<file path="src/rtl/esp32_prog_sequencer.sv">
// ESP32 reset / boot-strap sequencer driven by the FTDI modem lines.
// Stretches EN-low pulses to a minimum width, holds the GPIO2 strap on
// sd_d[0] for a fixed window after boot entry, and shares sd_d[0] with the
// OLED SPI MISO return path.
module esp32_prog_sequencer #(
    parameter int unsigned C_SYNC_STAGES = 2,
    parameter int unsigned C_EN_LOW_MIN  = 2500,
    parameter int unsigned C_HOLD_BITS   = 17
) (
    input  logic       clk_25MHz,
    input  logic       resetn,
    input  logic       ftdi_ndtr,
    input  logic       ftdi_nrts,
    input  logic       btn_boot_n,
    input  logic       oled_csn,
    input  logic       spi_miso_bit,
    output logic       wifi_en,
    output logic       wifi_gpio0,
    output logic       sd_d0_out,
    output logic       sd_d0_oe,
    output logic       prog_active,
    output logic [1:0] state_dbg
);

    localparam int unsigned RST_CNT_W  = 16;
    localparam int unsigned HOLD_CNT_W = C_HOLD_BITS + 1;

    localparam logic [RST_CNT_W-1:0] EN_LOW_MIN = RST_CNT_W'(C_EN_LOW_MIN);

    localparam logic [1:0] P_RST  = 2'b10;
    localparam logic [1:0] P_BOOT = 2'b01;

    typedef enum logic [1:0] {
        S_IDLE      = 2'b00,
        S_RESET     = 2'b01,
        S_BOOT_HOLD = 2'b10,
        S_PROG      = 2'b11
    } state_e;

    logic [1:0]            sync_q [C_SYNC_STAGES];
    logic [1:0]            pair;
    logic                  p_rst;
    logic                  p_boot;
    logic                  p_neutral;

    state_e                state_q,    state_d;
    logic [RST_CNT_W-1:0]  rst_cnt_q,  rst_cnt_d;
    logic [HOLD_CNT_W-1:0] hold_cnt_q, hold_cnt_d;
    logic [RST_CNT_W-1:0]  rst_cnt_inc;
    logic [HOLD_CNT_W-1:0] hold_cnt_inc;

    logic                  en_d;
    logic                  gpio0_d;
    logic                  sd_out_d;
    logic                  sd_oe_d;
    logic                  active_d;

    // Synchronise the {nDTR, nRTS} pair into the clock domain.
    always_ff @(posedge clk_25MHz or negedge resetn) begin
        if (!resetn) begin
            for (int i = 0; i < C_SYNC_STAGES; i++) begin
                sync_q[i] <= 2'b11;
            end
        end else begin
            sync_q[0] <= {ftdi_ndtr, ftdi_nrts};
            for (int i = 1; i < C_SYNC_STAGES; i++) begin
                sync_q[i] <= sync_q[i-1];
            end
        end
    end

    assign pair      = sync_q[C_SYNC_STAGES-1];
    assign p_rst     = (pair == P_RST);
    assign p_boot    = (pair == P_BOOT);
    assign p_neutral = !p_rst && !p_boot;

    // Next state, counters and next output values.
    always_comb begin
        state_d    = state_q;
        rst_cnt_d  = rst_cnt_q;
        hold_cnt_d = hold_cnt_q;
        en_d       = 1'b1;
        gpio0_d    = 1'b1;
        sd_out_d   = 1'b0;
        sd_oe_d    = 1'b0;
        active_d   = 1'b0;

        // The EN-low counter saturates so a long RST level cannot wrap it.
        rst_cnt_inc  = (rst_cnt_q >= EN_LOW_MIN) ? rst_cnt_q
                                                 : rst_cnt_q + RST_CNT_W'(1);
        hold_cnt_inc = hold_cnt_q + HOLD_CNT_W'(1);

        unique case (state_q)
            S_IDLE: begin
                if (p_rst) begin
                    state_d   = S_RESET;
                    rst_cnt_d = '0;
                end
            end
            S_RESET: begin
                rst_cnt_d = rst_cnt_inc;
                // The current cycle counts towards the minimum EN-low time.
                if (rst_cnt_inc >= EN_LOW_MIN) begin
                    if (p_boot) begin
                        state_d    = S_BOOT_HOLD;
                        hold_cnt_d = '0;
                    end else if (p_neutral) begin
                        state_d = S_IDLE;
                    end
                end
            end
            S_BOOT_HOLD: begin
                // A new RST request outranks the end of the hold window.
                if (p_rst) begin
                    state_d    = S_RESET;
                    rst_cnt_d  = '0;
                    hold_cnt_d = '0;
                end else if (hold_cnt_inc[HOLD_CNT_W-1]) begin
                    state_d    = S_PROG;
                    hold_cnt_d = '0;
                end else begin
                    hold_cnt_d = hold_cnt_inc;
                end
            end
            S_PROG: begin
                // Counter reused to time an unbroken NEUTRAL run.
                if (p_rst) begin
                    state_d    = S_RESET;
                    rst_cnt_d  = '0;
                    hold_cnt_d = '0;
                end else if (!p_neutral) begin
                    hold_cnt_d = '0;
                end else if (hold_cnt_inc[HOLD_CNT_W-1]) begin
                    state_d    = S_IDLE;
                    hold_cnt_d = '0;
                end else begin
                    hold_cnt_d = hold_cnt_inc;
                end
            end
            default: begin
                state_d = S_IDLE;
            end
        endcase

        unique case (state_d)
            S_IDLE: begin
                gpio0_d = btn_boot_n;
            end
            S_RESET: begin
                en_d     = 1'b0;
                sd_out_d = 1'b1;
                sd_oe_d  = 1'b1;
                active_d = 1'b1;
            end
            S_BOOT_HOLD: begin
                gpio0_d  = 1'b0;
                sd_out_d = 1'b0;
                sd_oe_d  = 1'b1;
                active_d = 1'b1;
            end
            S_PROG: begin
                en_d    = !p_rst;
                gpio0_d = !p_boot && btn_boot_n;
            end
            default: begin
                en_d = 1'b1;
            end
        endcase

        // OLED MISO may use sd_d[0] only when no strap is being driven.
        if (!sd_oe_d && !oled_csn) begin
            sd_oe_d  = 1'b1;
            sd_out_d = spi_miso_bit;
        end
    end

    // State, counters and registered outputs.
    always_ff @(posedge clk_25MHz or negedge resetn) begin
        if (!resetn) begin
            state_q     <= S_IDLE;
            rst_cnt_q   <= '0;
            hold_cnt_q  <= '0;
            wifi_en     <= 1'b1;
            wifi_gpio0  <= 1'b1;
            sd_d0_out   <= 1'b0;
            sd_d0_oe    <= 1'b0;
            prog_active <= 1'b0;
        end else begin
            state_q     <= state_d;
            rst_cnt_q   <= rst_cnt_d;
            hold_cnt_q  <= hold_cnt_d;
            wifi_en     <= en_d;
            wifi_gpio0  <= gpio0_d;
            sd_d0_out   <= sd_out_d;
            sd_d0_oe    <= sd_oe_d;
            prog_active <= active_d;
        end
    end

    assign state_dbg = state_q;

endmodule
</file>
<file path="config.mk">
export PLATFORM = sky130hd
export DESIGN_NAME = esp32_prog_sequencer
export DESIGN_NICKNAME = d
export VERILOG_FILES = /design/src/rtl/esp32_prog_sequencer.sv
export SDC_FILE = /design/constraint.sdc
export NUM_CORES = 1
export LEC_CHECK = 0
export CAP_MARGIN = 20
export CORE_MARGIN = 1
export CORE_UTILIZATION = 25
export DETAILED_ROUTE_END_ITERATION = 10
export MAX_ROUTING_LAYER = met4
export PLACE_DENSITY_LB_ADDON = 0.15
export SLEW_MARGIN = 25
export SYNTH_ARGS = -nofsm -noshare
export SYNTH_HDL_FRONTEND = slang
export SYNTH_SLANG_ARGS = --single-unit
</file>
<file path="constraint.sdc">
create_clock -name clk_25MHz -period 3 [get_ports clk_25MHz]
set_clock_uncertainty 0.1 [all_clocks]
set_input_delay 0.45 -clock clk_25MHz [delete_from_list [all_inputs] [get_ports clk_25MHz]]
set_output_delay 0.45 -clock clk_25MHz [all_outputs]
set_load 0.05 [all_outputs]
</file>
---- After elaboration in Yosys (flattened, before gate mapping) ----
Index checks and enable logic that the tools add are counted.
storage, ports and cells
  output and inout port bits .............. 7
  flip-flop bits (word level) ............. 45
  input bits .............................. 7
cells by class
  add/subtract/negate cells ............... 2
  muxes and demuxes ....................... 26
  reductions and logical operators ........ 13
  equal/unequal tests ..................... 11
  magnitude comparators ................... 2
operators by type and width
  operator                 count
  $mux W18                 4
  $pmux W18 S3             1
  $mux W17                 2
  $ge A16 B12 Y1 const B   2
  $mux W16                 2
  $pmux W16 S2             1
  $add A18 B1 Y18 const B  1
  $mux W2                  9
  $add A16 B1 Y16 const B  1
  $eq A2 B2 Y1 const B     5
  $pmux W2 S4              1
  $eq A2 B1 Y1 const B     3
  $logic_not A1 Y1         4
  $logic_not A2 Y1         2
  $mux W1                  4
  $ne A2 B2 Y1 const B     2
  $logic_and A1 B1 Y1      3
  $pmux W1 S3              1
  $reduce_and A3 Y1        1
  $reduce_bool A3 Y1       1
  $reduce_or A3 Y1         1
  $ne A2 B1 Y1 const B     1
  $pmux W1 S2              1
  $reduce_or A2 Y1         1

---- Longest topological paths before layout ----
Gate-level depths: netlist of the first run.
  depth after elaboration ................. 13
  depth in mapped cells ................... 13
  depth with buffers taken out ............ 12

---- Worst setup path before layout of the first run ----
Ideal clock, no wire load.
  path type ............................... reg-to-reg
  start point ............................. register rst_cnt_q[13]
  end point ............................... register sd_d0_out
  required time ........................... 2775 ps
  setup time .............................. 125 ps
  path slack .............................. -281 ps
  cell stages (with the launch flop) ...... 11
  arrival time ............................ 3056 ps
  cell sequence ........................... dfrtp_1 > or4_4 > nand2b_4 > or4_4 > a21oi_4 > nand2_1 > o21a_1 > o31a_1 > ha_1 > nor2_1 > mux2_2
between the ends
  cells in the longest elaborated chain, start to end .. 11
  elaborated cells between the ends (all ways) .. 14
  those cells by class .................... add/sub (1); order compare (2); eq/ne (2); mux (6); reduce/logical (3)
ends and longest elaborated chain
  what                                               line    text
  from (decl)                                        47      logic [RST_CNT_W-1:0] rst_cnt_q, rst_cnt_d;
  from (signal assigned)                             190     rst_cnt_q <= rst_cnt_d;
  $add A16 B1 Y16 or $ge A16 B12 Y1 (tied branches)  90, 89
  $mux W16 *                                         89      rst_cnt_inc = (rst_cnt_q >= EN_LOW_MIN) ? rst_cnt_q
  $ge A16 B12 Y1 *                                   103     if (rst_cnt_inc >= EN_LOW_MIN) begin
  $mux W2 *                                          103
  $pmux W2 S4 *                                      93      unique case (state_q)
  $eq A2 B2 Y1 or $eq A2 B1 Y1 (tied branches)       --
  $reduce_or A2 Y1 (no source line) *                --
  $mux W1 *                                          --
  net active_d                                       56      logic active_d;
  $logic_not A1 Y1 *                                 171     if (!sd_oe_d && !oled_csn) begin
  $logic_and A1 B1 Y1 *                              171
  $mux W1 *                                          171
  net sd_out_d                                       54      logic sd_out_d;
  to (signal assigned)                               194     sd_d0_out <= sd_out_d;
  to (decl)                                          19      output logic sd_d0_out,
The timed path passes the listed nets; every way through them passes the cells marked *.
A chain may end at the register's enable or synchronous reset.

---- Worst setup path in the final report of the first run ----
Same ends and word-level chain as after synthesis.

==> reports/qor.txt, run 1 <==
per-cell routed wire length: 13.64 um
clk sinks: 44
Root Driver: clkbuf_8
Final nets: 342
FILL cells: 1052
Setup CP Type: flip-flop to flip-flop
crit-path cells: or4_4, nand2b_4, or4_1, nand4_1, nand2_1, o21a_1, o31a_1, ha_4, nor2_4, mux2_4
fin crit share: 103.7%
Hold Vio Cnt, Final: 0
DRC viols: 0
slowest stage delay, CP: 0.55 ns
mapped cell area: 0.002512 sq mm
GRT overflow: 0
H-tree depth: 2
Critical Path End Type: flip-flop
HP Class: primary input to async pin
router iterations before antenna repair: 4
total die area: 0.01045 sq mm
worst path arrival time: 3.21 ns
RePlAce Congestion: 0.7923
Die W: 102.2 um
Max Slew Vio Count: 0
Syn-to-layout area delta: 28.98%
critical path startpoint category: flip-flop
reg-to-reg critical path startpoint: rst_cnt_q[13]
Synth cell types: 49
Power Density: 476.6 mW/mm^2
Top delay family on crit path: simple AND/OR/NAND/NOR gates
Core Area: 0.009774 sq mm
LEAKAGE: 1.308 nW
Tot Pwr: 1.544 mW
slowest CP cell: or4_4
DR vias/cell: 4.829
Placed Area: 0.003055 sq mm
Hold Slack: 0.009771 ns
HPWL Detailed: 4555 um
Non-Filler Instances: 461
crit path buf inv count: 0
# rows: 36
maximum VDD drop: 0.0001764 V
most frequent cells in the layout: buf_4 (40), dfrtp_1 (38), o21ai_0 (32)
largest net degree at the start of global routing: 24
Worst Tran Pin Value: 0.7342 ns
gr usage total: 13.61%
cells after synthesis: 279
Reg2Reg Depth: 10
Syn Area/Cell: 9.005 sq um
initial antenna violation count: 0
Seq cells post-synth: 44
Post-synth EDFFs: 0
clk_lat worst skew: 0.31 ns
sequential-to-total area share from yosys stat: 44.12%
R2R setup slack: -0.11 ns
status: finished with violations
Worst-path clk slew: 0.09 ns
CTS buffer count: 5
final design utilization: 33.15%
global-route wire length before repair: 10630 um
RSZ-0062 raised after global routing: true
fin area: 0.003241 sq mm
clk buf depth: 2
DR vias: 2226
IO buf count: 13
Max Clk Rate: 321.5 MHz
vias in the first global route: 2141
TritonCTS clock tree: yes
share of cells above drive strength 1: 22.87%
most common cell after layout, fill and taps aside: buf_4
Placement Setup Slack: -0.1903 ns
Slew headroom: 50.87%
Critical Path RT: 3.10 ns
RR Endpoint: sd_d0_out
# diodes: 0
endpoints failing setup: 1
Post-Place Cells: 453
setup ws final: -0.1104 ns
post-layout min period: 3.110 ns
Ys Warns: 0
Detail Route Antenna Nets: 0
final WL: 6289 um
initial core utilization: 25.70%
syn_nets: 294
failing checks: negative setup slack
DRT iter0 DRCs: 53
CP max FO: 4
total negative slack: -0.1104 ns
Chip Height: 102.2 um
dominant synthesized flop cell: dfrtp_1
ys async rst share: 100.0%
total of max-cap violations: 0
I/O pin cnt: 14
hold buffer count at cts: 0
[flip-flops by register name (all words and copies together) (netlist names)]
name and flops:
sd_d0_oe 1, hold_cnt_q 17, pair 2, state_dbg 2, sd_d0_out 1, sync_q 2
wifi_en 1, wifi_gpio0 1, prog_active 1, rst_cnt_q 16
[worst register-to-register path: stages, from the launching register on]
cell	delay, ns
dfrtp_1	0.39
or4_4	0.55
nand2b_4	0.17
or4_1	0.51
nand4_1	0.11
nand2_1	0.06
o21a_1	0.20
o31a_1	0.30
ha_4	0.31
nor2_4	0.03
mux2_4	0.29
[what timing repair did]
item                                    4_1_cts  5_1_grt
pin swaps                                     0        2
endpoints found under the setup margin        4        4
resized for setup                            10        4
cloned                                        0        0
buffers inserted                              0        0
[per-layer routing]
metal	GRT usage, %	part of all wire [%]
met5	-	0
met4	4.615	1.4
met3	2.599	3.2
met2	20.03	45
met1	18.61	51
[power breakdown]
| group | leakage [nW] | total, mW | switching (mW) | internal [mW] |
|---|---|---|---|---|
| registers | 0.562 | 0.675 | 0.0354 | 0.640 |
| clock network | 0.0583 | 0.479 | 0.228 | 0.251 |
| logic | 0.687 | 0.390 | 0.195 | 0.196 |
[cell type report]
cell class	instances	area [sq um]	area share (%)
multi-input combinational	214	1383	42.66
sequential	44	1109	34.21
timing repair buffer	54	436.7	13.47
tap	133	166.4	5.135
clock buffer	5	68.82	2.124
clock inverter	3	47.55	1.467
inverter	8	30.03	0.9266
[logic make-up (layout without fill, tap and decap cells)]
kind of cell / after synthesis / after routing / synth area share [%]
flip-flops: 44 / 44 / 44.12
buffers and inverters: 21 / 70 / 3.436
AND/OR/NAND/NOR: 112 / 112 / 23.51
adder cells (fa/ha/maj): 8 / 8 / 3.984
XOR/XNOR: 1 / 1 / 0.3487
AO/OA/AOI/OAI: 91 / 91 / 23.76
multiplexers: 2 / 2 / 0.8466
[synth_stat cells, drive strengths merged (2+ instances only)]
cell    count  area (sq um)
o31a        2         17.52
a41oi       2         36.29
and3        4         25.02
nor3        5         25.02
nor2       32         120.1
ha          8         100.1
dfrtp      38         950.9
nand2b      3         26.27
nand4       9         56.30
a21oi      15         86.34
and4        2         17.52
nor4        4         25.02
or3b        2         17.52
a31o        3         26.28
o31ai      15         112.6
nand3       9         45.04
o21ai      34         170.2
dfstp       6         157.7
nand2      19         71.32
or4         3         30.03
a21o        3         22.52
clkbuf     12         45.04
o21bai      2         15.01
nor2b       6         37.54
a31oi       8         50.05
inv         8         30.03
and2        9         56.30
[worst max-delay path by stage]
stage,slack (ns),depth (start not counted),endpoint,start
2_1_floorplan,-0.15,10,sd_d0_out,rst_cnt_q[13]
3_3_place_gp,-0.13,10,sd_d0_out,rst_cnt_q[13]
3_5_place_dp,-0.19,10,sd_d0_out,rst_cnt_q[13]
4_1_cts,-0.13,10,sd_d0_out,rst_cnt_q[13]
5_1_grt,-0.21,10,sd_d0_out,rst_cnt_q[13]
6_report,-0.11,10,sd_d0_out,rst_cnt_q[13]
Note: power is estimated with default switching activity, not from simulation.
==> inputs of run 2 (changes only) <==
- CAP_MARGIN: 20 -> default
- CORE_UTILIZATION: 25 -> 54
- SLEW_MARGIN: 25 -> 20
==> run 2 against run 1 <==
  * The flow still finishes with violations (negative setup slack)
  * Final cell count down 19%
  * Utilization up 37 points
  * Cell area decreased by 4.9%
  * Routed wire length shrank 11%
  * First-iteration DRC count rose to 3.6 times the previous value
  * Total power down 7.2%
  * Flip-flop and latch count stayed put
  * Non-clock buffer count is 6 lower
  * Critical path type unchanged
  * Critical endpoint unchanged
  * Highest routed layer unchanged
==> reports/qor.txt, run 2 (same netlist as run 1, synthesis figures left out) <==
CP max FO: 4
Hold Vio Cnt, Final: 0
slowest CP cell: or4_4
Detail Route Antenna Nets: 0
Slew headroom: 37.24%
RePlAce Congestion: 0.8775
vias in the first global route: 2054
RSZ-0062 raised after global routing: true
reg-to-reg critical path startpoint: rst_cnt_q[15]
worst path arrival time: 3.24 ns
Core Area: 0.004414 sq mm
TritonCTS clock tree: yes
DRT iter0 DRCs: 193
initial antenna violation count: 0
total die area: 0.004929 sq mm
Power Density: 465.3 mW/mm^2
Root Driver: clkbuf_8
total negative slack: -0.2401 ns
maximum VDD drop: 0.0002692 V
# rows: 24
most used cell, CP: or4_4
failing checks: negative setup slack
Chip Height: 70.21 um
share of cells above drive strength 1: 21.74%
LEAKAGE: 1.263 nW
Syn-to-layout area delta: 22.61%
Max Slew Vio Count: 0
slowest stage delay, CP: 0.56 ns
IO buf count: 13
fin area: 0.003080 sq mm
FILL cells: 358
# diodes: 0
Worst Tran Pin Value: 0.9414 ns
Critical Path End Type: flip-flop
critical path startpoint category: flip-flop
per-cell routed wire length: 14.93 um
Final nets: 336
HP Class: primary input to async pin
R2R setup slack: -0.15 ns
post-layout min period: 3.149 ns
total of max-cap violations: 0
CTS buffer count: 5
RR Endpoint: sd_d0_out
H-tree depth: 2
Worst-path clk slew: 0.08 ns
max reg flops: 17
Most flops, register: hold_cnt_q
largest net degree at the start of global routing: 45
DRC viols: 0
DR vias: 2260
endpoints failing setup: 2
Hold Slack: 0.1939 ns
setup ws final: -0.1487 ns
clk_lat worst skew: 0.30 ns
clk sinks: 44
Placement Setup Slack: -0.1779 ns
Max Clk Rate: 317.6 MHz
clk buf depth: 2
Largest regs: hold_cnt_q x17, rst_cnt_q x16
initial core utilization: 56.92%
crit-path cells: or4_4, nand2b_4, or4_4, nand4_1, nand2_1, o21a_1, o31a_1, ha_4, nor2_4, mux2_4
DR vias/cell: 6.043
Reg2Reg Depth: 10
router iterations before antenna repair: 4
Die W: 70.21 um
gr usage total: 24.59%
most frequent cells in the layout: dfrtp_1 (38), buf_4 (34), o21ai_0 (32)
Placed Area: 0.002887 sq mm
global-route wire length before repair: 9494 um
HPWL Detailed: 3831 um
status: finished with violations
fin crit share: 105.0%
final WL: 5582 um
most common cell after layout, fill and taps aside: dfrtp_1
GRT overflow: 0
Critical Path RT: 3.09 ns
Setup CP Type: flip-flop to flip-flop
I/O pin cnt: 14
run 2: cell types whose count changed in the layout (fill, tap and decap cells not counted), sizes merged:
cell,change
clkinv,-1
clkbuf,+2
buf,-6
bufinv,-1
run 2: worst max path at each step:
stage | from | to | slack (ns) | cells past startpoint
finish | rst_cnt_q[15] | sd_d0_out | -0.15 | 10
CTS | rst_cnt_q[13] | sd_d0_out | -0.17 | 10
detailed placement | rst_cnt_q[13] | sd_d0_out | -0.18 | 11
global route | rst_cnt_q[14] | sd_d0_out | -0.26 | 10
floorplan | rst_cnt_q[13] | sd_d0_out | -0.15 | 10
global placement | rst_cnt_q[13] | sd_d0_out | -0.13 | 10
run 2: power breakdown:
group / switching (mW) / internal (mW) / total (mW)
Clock: 0.196 / 0.166 / 0.362
Combinational: 0.205 / 0.194 / 0.399
Sequential: 0.0323 / 0.640 / 0.672
run 2: area by class of cell:
cell class	count	area, sq um	share of cell area [%]
clock buffers	7	76.32	2.478
flip-flops and latches	44	1109	35.99
inverters	8	30.03	0.9748
multi-input cells	214	1400	45.45
clock inverters	1	8.758	0.2843
well taps	52	65.06	2.112
repair buffers	48	391.6	12.71
run 2: per-layer routing:
| metal | share of wire, % | GRT usage (%) | wire length (um) | vias to the layer above |
|---|---|---|---|---|
| met4 | 0.95 | 5.778 | 53 | 0 |
| met3 | 4.4 | 4.762 | 243 | 6 |
| met5 | 0 | - | 0 | - |
| met2 | 46 | 36.65 | 2571 | 52 |
| met1 | 49 | 34.91 | 2714 | 1094 |
| li1 | - | - | - | 1108 |
run 2: metrics by stage:
stage               total power [mW]  util (%)  instances
global placement               1.057     65.39        363
finish                         1.433     69.78        374
global route                   1.511     69.78        374
detailed placement             1.068     65.39        363
CTS                            1.436     68.00        374
floorplan                     0.8797         -        279
run 2: worst max-delay path: cells and delay by family, from the launching register on:
kind / cells / cell delay, ns
AOI/OAI and AO/OA: 2 / 0.52
adders and majority gates: 1 / 0.25
DFF: 1 / 0.37
muxes: 1 / 0.30
and+or+nand+nor: 6 / 1.51
run 2: timing repair:
item | CTS | global route
gates cloned | 0 | 0
pin swaps | 0 | 7
setup endpoints to repair | 4 | 9
hold buffers | 0 | 0
setup buffers | 3 | 1
resized for setup | 2 | 15
==> inputs of run 3 (changes only) <==
- CTS_CLUSTER_DIAMETER: default -> 30
- CTS_CLUSTER_SIZE: default -> 25
- PLACE_DENSITY: default -> 0.74
- PLACE_DENSITY_LB_ADDON: 0.15 -> default
==> run 3 against run 2 <==
  * The flow still finishes with violations (negative setup slack)
  * Setup slack better by 0.080 ns
  * Register-to-register slack improved by 0.08 ns
  * Utilization shrank 0.74 points
  * Final cell count shrank 0.27%
  * Cell area shrank 1.1%
==> reports/qor.txt, run 3 (same netlist as run 1, synthesis figures left out) <==
Root Driver: clkbuf_8
clk sinks: 44
HPWL Detailed: 3893 um
DR vias/cell: 6.029
Final nets: 336
clk buf depth: 2
Max Clk Rate: 325.9 MHz
endpoints failing setup: 2
Placement Setup Slack: -0.2049 ns
slowest CP cell: or4_4
Detail Route Antenna Nets: 0
Max Slew Vio Count: 0
total die area: 0.004929 sq mm
DRC viols: 0
max reg flops: 17
status: finished with violations
DR vias: 2249
GRT overflow: 0
RSZ-0062 raised after global routing: true
H-tree depth: 2
worst path arrival time: 3.16 ns
DRT iter0 DRCs: 221
most common cell after layout, fill and taps aside: dfrtp_1
Worst-path clk slew: 0.09 ns
Hold Slack: 0.1706 ns
total negative slack: -0.08491 ns
critical path startpoint category: flip-flop
clk_lat worst skew: 0.30 ns
LEAKAGE: 1.250 nW
fin crit share: 102.3%
global-route wire length before repair: 9749 um
most used cell, CP: or4_4
Setup CP Type: flip-flop to flip-flop
CP max FO: 4
# rows: 24
total of max-cap violations: 0
initial core utilization: 56.92%
Chip Height: 70.21 um
vias in the first global route: 2089
slowest stage delay, CP: 0.55 ns
CTS buffer count: 5
Core Area: 0.004414 sq mm
gr usage total: 25.49%
Syn-to-layout area delta: 21.31%
router iterations before antenna repair: 4
crit-path cells: or4_4, nand2b_4, or4_4, nand4_1, nand2_1, o21a_1, o31a_1, ha_4, nor2_4, mux2_4
Slew headroom: 37.94%
Critical Path End Type: flip-flop
setup ws final: -0.06855 ns
IO buf count: 13
# diodes: 0
maximum VDD drop: 0.0003233 V
Die W: 70.21 um
fin area: 0.003048 sq mm
Critical Path RT: 3.09 ns
TritonCTS clock tree: yes
post-layout min period: 3.069 ns
Placed Area: 0.002887 sq mm
Most flops, register: hold_cnt_q
initial antenna violation count: 0
Hold Vio Cnt, Final: 0
Power Density: 462.7 mW/mm^2
HP Class: primary input to async pin
failing checks: negative setup slack
Largest regs: hold_cnt_q x17, rst_cnt_q x16
share of cells above drive strength 1: 20.87%
final WL: 5592 um
largest net degree at the start of global routing: 45
Worst Tran Pin Value: 0.9309 ns
RePlAce Congestion: 0.9066
most frequent cells in the layout: dfrtp_1 (38), buf_4 (35), o21ai_0 (32)
I/O pin cnt: 14
Tot Pwr: 1.410 mW
per-cell routed wire length: 14.99 um
==> run 3: cell types whose count changed in the layout (fill, tap and decap cells not counted), sizes merged <==
cell | previous run | this run
clkinvlp | 0 | 1
clkbuf | 7 | 5
==> run 3: what timing repair did <==
action | 4_1_cts | 5_1_grt
endpoints found under the setup margin | 3 | 4
hold buffers | 0 | 0
gates resized for setup | 10 | 2
setup buffers | 2 | 1
pin swaps | 4 | 3
cloned | 0 | 0
==> run 3: stage by stage <==
step / instances / util, %
floorplan: 279 / -
global placement: 363 / 65.39
detailed placement: 363 / 65.39
CTS: 372 / 68.74
global route: 373 / 69.05
finish: 373 / 69.05
==> run 3: worst paths after layout <==
path | start | endpoint | slack (ns) | cells past startpoint
worst max-delay path | rst_cnt_q[15] | sd_d0_out | -0.07 | 10
worst min-delay path | resetn | rst_cnt_q[0] | 0.17 | 1
worst max register to register | rst_cnt_q[15] | sd_d0_out | -0.07 | 10
worst min register to register | sync_q[2] | pair[0] | 0.26 | 0
max in group asynchronous | resetn | rst_cnt_q[6] | 2.02 | 1
min in group clk_25MHz | sync_q[2] | pair[0] | 0.26 | 0
==> run 3: where the power goes <==
group,internal [mW],total (mW),switching (mW)
clock network,0.158,0.355,0.198
logic,0.185,0.381,0.196
registers,0.640,0.674,0.0341
==> run 3: cell type report <==
class | count | area [sq um]
well taps | 52 | 65.06
fillers | 344 | 1366
clock inverters | 2 | 12.51
multi-input cells | 214 | 1375
repair buffers | 48 | 387.9
inverters | 8 | 30.03
clock buffers | 5 | 68.82
flip-flops and latches | 44 | 1109
==> run 3: metal layers <==
layer	vias up	track usage, %	part of all wire, %	wire [um]
li1	1110	-	-	-
met4	0	6.667	1.4	76
met1	1063	35.15	48	2678
met3	8	4.329	4.5	254
met5	-	-	0	0
met2	68	39.21	46	2582
==> run 3: worst max-delay path: cells and delay by family, from the launching register on <==
family	cells	cell delay (ns)
multiplexers	1	0.29
adder cells (fa/ha/maj)	1	0.31
flip-flops	1	0.37
AO/OA/AOI/OAI	2	0.48
AND/OR/NAND/NOR	6	1.42
